===== config.mk =====
export PLATFORM = sky130hd
export DESIGN_NAME = sign_extend
export DESIGN_NICKNAME = d
export VERILOG_FILES = /design/src/rtl/sign_extend_pkg.sv /design/src/rtl/sign_extend_core.sv /design/src/rtl/sign_extend.sv
export SDC_FILE = /design/constraint.sdc
export NUM_CORES = 1
export LEC_CHECK = 0
export BUFFER_PORTS_ARGS = -buffer_cell sky130_fd_sc_hd__buf_2
export CAP_MARGIN = 20
export CORE_MARGIN = 3
export CORE_UTILIZATION = 39
export DETAILED_ROUTE_END_ITERATION = 10
export RECOVER_POWER = 25
export SETUP_SLACK_MARGIN = 0.05
export SLEW_MARGIN = 20
export SYNTH_ARGS = -nofsm -noshare
export SYNTH_HDL_FRONTEND = slang
export SYNTH_SLANG_ARGS = --single-unit

===== constraint.sdc =====
create_clock -name clk -period 2.35 [get_ports clk]
set_input_delay 0.47 -clock clk [delete_from_list [all_inputs] [get_ports clk]]
set_output_delay 0.47 -clock clk [all_outputs]
set_load 0.005 [all_outputs]

===== src/rtl/sign_extend_pkg.sv =====
// Shared opcode encodings and width constants for the immediate extension unit.
package sign_extend_pkg;

    localparam int IN_W  = 16;
    localparam int OUT_W = 32;

    typedef enum logic [1:0] {
        EXT_SIGN   = 2'b00,
        EXT_ZERO   = 2'b01,
        EXT_UPPER  = 2'b10,
        EXT_BRANCH = 2'b11
    } ext_op_e;

endpackage


===== src/rtl/sign_extend_core.sv =====
// Purely combinational immediate extension: sign, zero, upper-load and branch offset.
module sign_extend_core #(
    parameter int IN_W  = sign_extend_pkg::IN_W,
    parameter int OUT_W = sign_extend_pkg::OUT_W
) (
    input  logic [1:0]       opcode,
    input  logic [IN_W-1:0]  extend,
    output logic [OUT_W-1:0] result
);
    import sign_extend_pkg::*;

    logic [OUT_W-1:0] sext;

    // extend's MSB is the only sign source; the branch form reuses the sign-extended value.
    assign sext = {{(OUT_W-IN_W){extend[IN_W-1]}}, extend};

    always_comb begin
        result = '0;
        case (ext_op_e'(opcode))
            EXT_SIGN:   result = sext;
            EXT_ZERO:   result = {{(OUT_W-IN_W){1'b0}}, extend};
            EXT_UPPER:  result = {extend, {(OUT_W-IN_W){1'b0}}};
            EXT_BRANCH: result = sext << 2;
            default:    result = '0;
        endcase
    end

endmodule


===== src/rtl/sign_extend.sv =====
// Registered immediate extension unit: one-cycle latency, valid-qualified capture.
module sign_extend #(
    parameter int IN_W  = sign_extend_pkg::IN_W,
    parameter int OUT_W = sign_extend_pkg::OUT_W
) (
    input  logic             clk,
    input  logic             reset,
    input  logic             in_valid,
    input  logic [1:0]       opcode,
    input  logic [IN_W-1:0]  extend,
    output logic [OUT_W-1:0] extended,
    output logic             out_valid
);
    // Handshake: valid-only, no backpressure. A cycle with in_valid high is captured on
    // the next rising clk; out_valid pulses for exactly that following cycle. extended
    // holds its last captured value otherwise.

    logic [OUT_W-1:0] core_result;

    sign_extend_core #(
        .IN_W  (IN_W),
        .OUT_W (OUT_W)
    ) u_core (
        .opcode (opcode),
        .extend (extend),
        .result (core_result)
    );

    always_ff @(posedge clk or posedge reset) begin
        if (reset) begin
            extended  <= '0;
            out_valid <= 1'b0;
        end else begin
            out_valid <= in_valid;
            if (in_valid) begin
                extended <= core_result;
            end
        end
    end

endmodule


Word level (Yosys, flattened, before mapping)
Index checks and enable logic that the tools add are counted.
- register bits: 33
- input bits: 21
- output and inout bits: 33
- word-level logic and storage cells: 7
- eq/ne operators: 3
- muxes and demuxes: 1
- reductions and logical operators: 1
- operators with widths (operator ; number):
    one-hot mux 32 bit (4 select lines) ; 1
    == test 2 bit, second input constant ; 2
    == test 2 x 1 -> 1 bit, second input constant ; 1
    zero test 2 bit ; 1

Longest topological paths before layout
- depth in word-level cells: 2
- gate-level depth with buffers: 6
- gate-level depth less buffers: 3

Hierarchy
A second synthesis with hierarchy kept.
- cells, all modules: 130
- area, all modules: 1885.6 um^2
- by module, submodules not included (module ; instances ; cells each ; area an instance (um^2) ; seq. area each (um^2)):
    sign_extend ; 1 ; 70 ; 1373.8 ; 825.8
    sign_extend_core ; 1 ; 60 ; 511.7 ; 0.0

Worst setup path after synthesis
Ideal clock, no wire load.
- path type: input to register
- from: input port opcode[1]
- to: register extended[27]
- library setup time: 126 ps
- data arrival time: 1227 ps
- data required time: 2224 ps
- path slack: 996 ps
- cell stages on the path: 4
- path buffers: 1
- cells stage by stage: buf_6 nand2b_1 and4b_4 a311o_1
- word-level cells in the longest chain between the ends: 2
- elaborated cells on any way between the ends: 5
- those cells by class: eq/ne (3); mux (1); reduce/logical (1)
- RTL lines (element ; RTL line ; text):
    start, declared ; sign_extend.sv:9 ; input logic [1:0] opcode,
    == test 2 bit (tied with other cells) ; sign_extend_core.sv:19 ; case (ext_op_e'(opcode))
    one-hot mux 32 bit (4 select lines) * ; sign_extend_core.sv:19 ;
    end signal, assigned ; sign_extend.sv:36 ; extended <= core_result;
    end, declared ; sign_extend.sv:11 ; output logic [OUT_W-1:0] extended,
Every way passes the cells marked *; elsewhere a longest branch is shown, timed or not.
A chain may end at the register's enable or synchronous reset.

Worst setup path in the final report
- from: input port opcode[1]
- to: register extended[30]
Same word-level chain as after synthesis.

==> run_results.csv <==
group,metric,value,unit
worst_setup_path,end_kind,"flop",
floorplanning,die-height,70.5,um
clock_network,cts_sinks,33,
power,power.density,662,nW/um^2
drt,drc_errors,0,
clock_network,clk_pin_slew,60,ps
layout,drive_gt1_share,31.7,%
drt,wl,3860,um
sta,finalSetupViolCount,0,
sta,maxSlewHeadroom,62.8,%
clock_network,clockBufferDepth,2,
synthesis,synthesis.area,1620,sq um
layout,num-fill-cells,372,
synthesis,yosysWarnings,0,
grt,grt_pass1_vias,1349,
sta,rsz0062_at_grt,"false",
power,p_leak,0.943,nW
synthesis,yosysUniqueCellTypes,23,
sta,hold_ws,269,ps
floorplanning,rows,22,
status,outcome,"completed",
clock_network,postCtsHoldBufs,0,
sta,setup_tns,0,ps
hold_path,min_path_type,"in -> async",
clock_network,root_buffer,"clkbuf_8",
synthesis,synth_edf_count,0,
worst_setup_path,arrival,1740,ps
sta,period_minus_slack,1570,ps
floorplanning,core,3830,sq um
worst_setup_path,r2r_start,"extended[28]",
clock_network,cts_buffers,5,
run,cap_violations,0,
grt,grt_first_pass_wirelength,6460,um
sta,skew,0,ps
clock_network,cts_tree,"built",
layout,synthToLayoutAreaGrowth,21.5,%
floorplanning,start_util,42.4,%
worst_setup_path,criticalPathCategory,"in -> reg",
placed_design,place_hpwl,2780,um
worst_setup_path,cp_data_required_time,2510,ps
drt,drt-pass1-iter-count,4,
drt,num_vias,1341,
layout,num_antenna_cells,0,
placed_design,place_congestion,0.795,
synthesis,ys_async_sr_fraction,100,%
synthesis,yosys_most_used_dff,"dfrtp_1",
grt,track_usage,16.5,%
drt,drt_iter0_drc,110,
worst_setup_path,cp_slowest_stage_delay,370,ps
placed_design,port_buffers,53,
worst_setup_path,worst_setup_path_start_kind,"input pin",
sta,final_max_slew_viol_count,0,
synthesis,syn_inst,171,
sta,fin_crit_sh,66.9,%
drt,vias_per_cell,4.99,
drt,antenna_left,0,
clock_network,postCtsSetupBuffers,0,
clock_network,clock_latency,280,ps
grt,grt_max_degree,35,
worst_setup_path,worstPathCellList,"buf_2 -> nor2b_2 -> and4b_4 -> a311o_1",
worst_setup_path,slowest_stage,"buf_2",
layout,nets,241,
sta,worst_pin_slew,558,ps
clock_network,cts_resized,0,
synthesis,syn-num-nets,192,
grt,antenna_found_initial,0,
floorplanning,dieArea,4970,sq um
floorplanning,die_width,70.5,um
power,peakVddDrop,0.520,mV
sta,max_freq,636,MHz
clock_network,htreeDepth,2,
synthesis,avgSynthCellArea,9.48,sq um
synthesis,ys_seq_area_share,50.9,%
floorplanning,io_pins,54,
drt,wire_per_inst,14.3,um
synthesis,synth-seq-cells,33,
worst_setup_path,startpoint,"opcode[1]",
sta,timing.final.hold_violations,0,
grt,grt_remaining_overflow,0,
worst_setup_path,path_max_fanout,29,
power,power,1.30,mW
cell usage in the layout, fill, tap and decap left out, types with 2 or more instances in the layout:
cell      netlist  layout
nor2_1         25      25
mux2_2          7       7
buf_4           2       2
mux2_1          4       4
and2b_1         6       6
buf_2           5      53
nand2_1        12      12
dfrtp_1        33      33
clkbuf_8        0       5
a311o_1         4       4
a21oi_1        39      39
nor2b_1        13      13
inv_1           5       5
o21ai_0         3       3
clkbuf_1        4       3
worst paths after layout:
path                                end  slack [ps]  depth (start not counted)
min in group clk            extended[1]         450                          3
setup reg to reg           extended[28]        1440                          2
max in group asynchronous  extended[16]        1780                          3
setup / recovery           extended[30]         780                          4
hold reg to reg             extended[4]         520                          2
hold / removal             extended[15]         270                          3
layer usage:
metal	vias to the layer above	track usage, %	routed length [um]
met1	615	21.0	1700
met2	47	26.7	1830
met5	-	0	0
met3	4	5.90	294
li1	675	-	-
met4	0	3.83	30
registers in the layout, indices dropped and copies added, names as in the netlist:
register   cells
out_valid      1
extended      32
cells in the mapped netlist, types with 2 or more instances:
cell      instances  share of area (%)
a21oi_1          39                 12
a311o_1           4                2.5
and2b_1           6                2.8
buf_2             5                1.5
buf_4             2               0.93
clkbuf_1          4               0.93
dfrtp_1          33                 51
inv_1             5                1.2
mux2_1            4                2.8
mux2_2            7                4.9
nand2_1          12                2.8
nor2_1           25                5.8
nor2b_1          13                5.0
o21ai_0           3               0.93
cell families (layout without fill, tap and decap cells):
group / after synthesis / count (layout) / share of synthesized area, %
AO/OA/AOI/OAI: 48 / 48 / 17.1
flip-flops: 33 / 33 / 50.9
buffers and inverters: 18 / 68 / 5.55
AND/OR/NAND/NOR: 61 / 61 / 18.8
multiplexers: 11 / 11 / 7.64
metrics by stage:
step / std cells / worst slack, ps / utilization, % / cell area, sq um
2_1_floorplan: 171 / 996 / - / 1620
4_1_cts: 269 / 795 / 51.5 / 1970
6_report: 269 / 777 / 51.5 / 1970
3_3_place_gp: 261 / 577 / 49.4 / 1890
5_1_grt: 269 / 702 / 51.5 / 1970
3_5_place_dp: 261 / 494 / 49.4 / 1890
layout make-up:
cell class	instances	area, sq um	area share (%)
Clock buffer	8	80.1	4.06
Timing Repair Buffer	55	280	14.2
Inverter	5	18.8	0.952
Multi-Input combinational cell	120	706	35.8
Sequential cell	33	826	41.9
Tap cell	48	60.1	3.05
critical path: cells and delay by family:
family | cells | cell delay (ps)
buffers and inverters | 1 | 370
AO/OA/AOI/OAI | 1 | 320
AND/OR/NAND/NOR | 2 | 570
report_power, final:
| part | switching (mW) | internal (mW) | leakage (nW) |
|---|---|---|---|
| registers | 0.0297 | 0.627 | 0.392 |
| logic | 0.131 | 0.115 | 0.512 |
| clock network | 0.191 | 0.210 | 0.0395 |
| total | 0.351 | 0.952 | 0.943 |
Power figures use the tool's default switching activity.
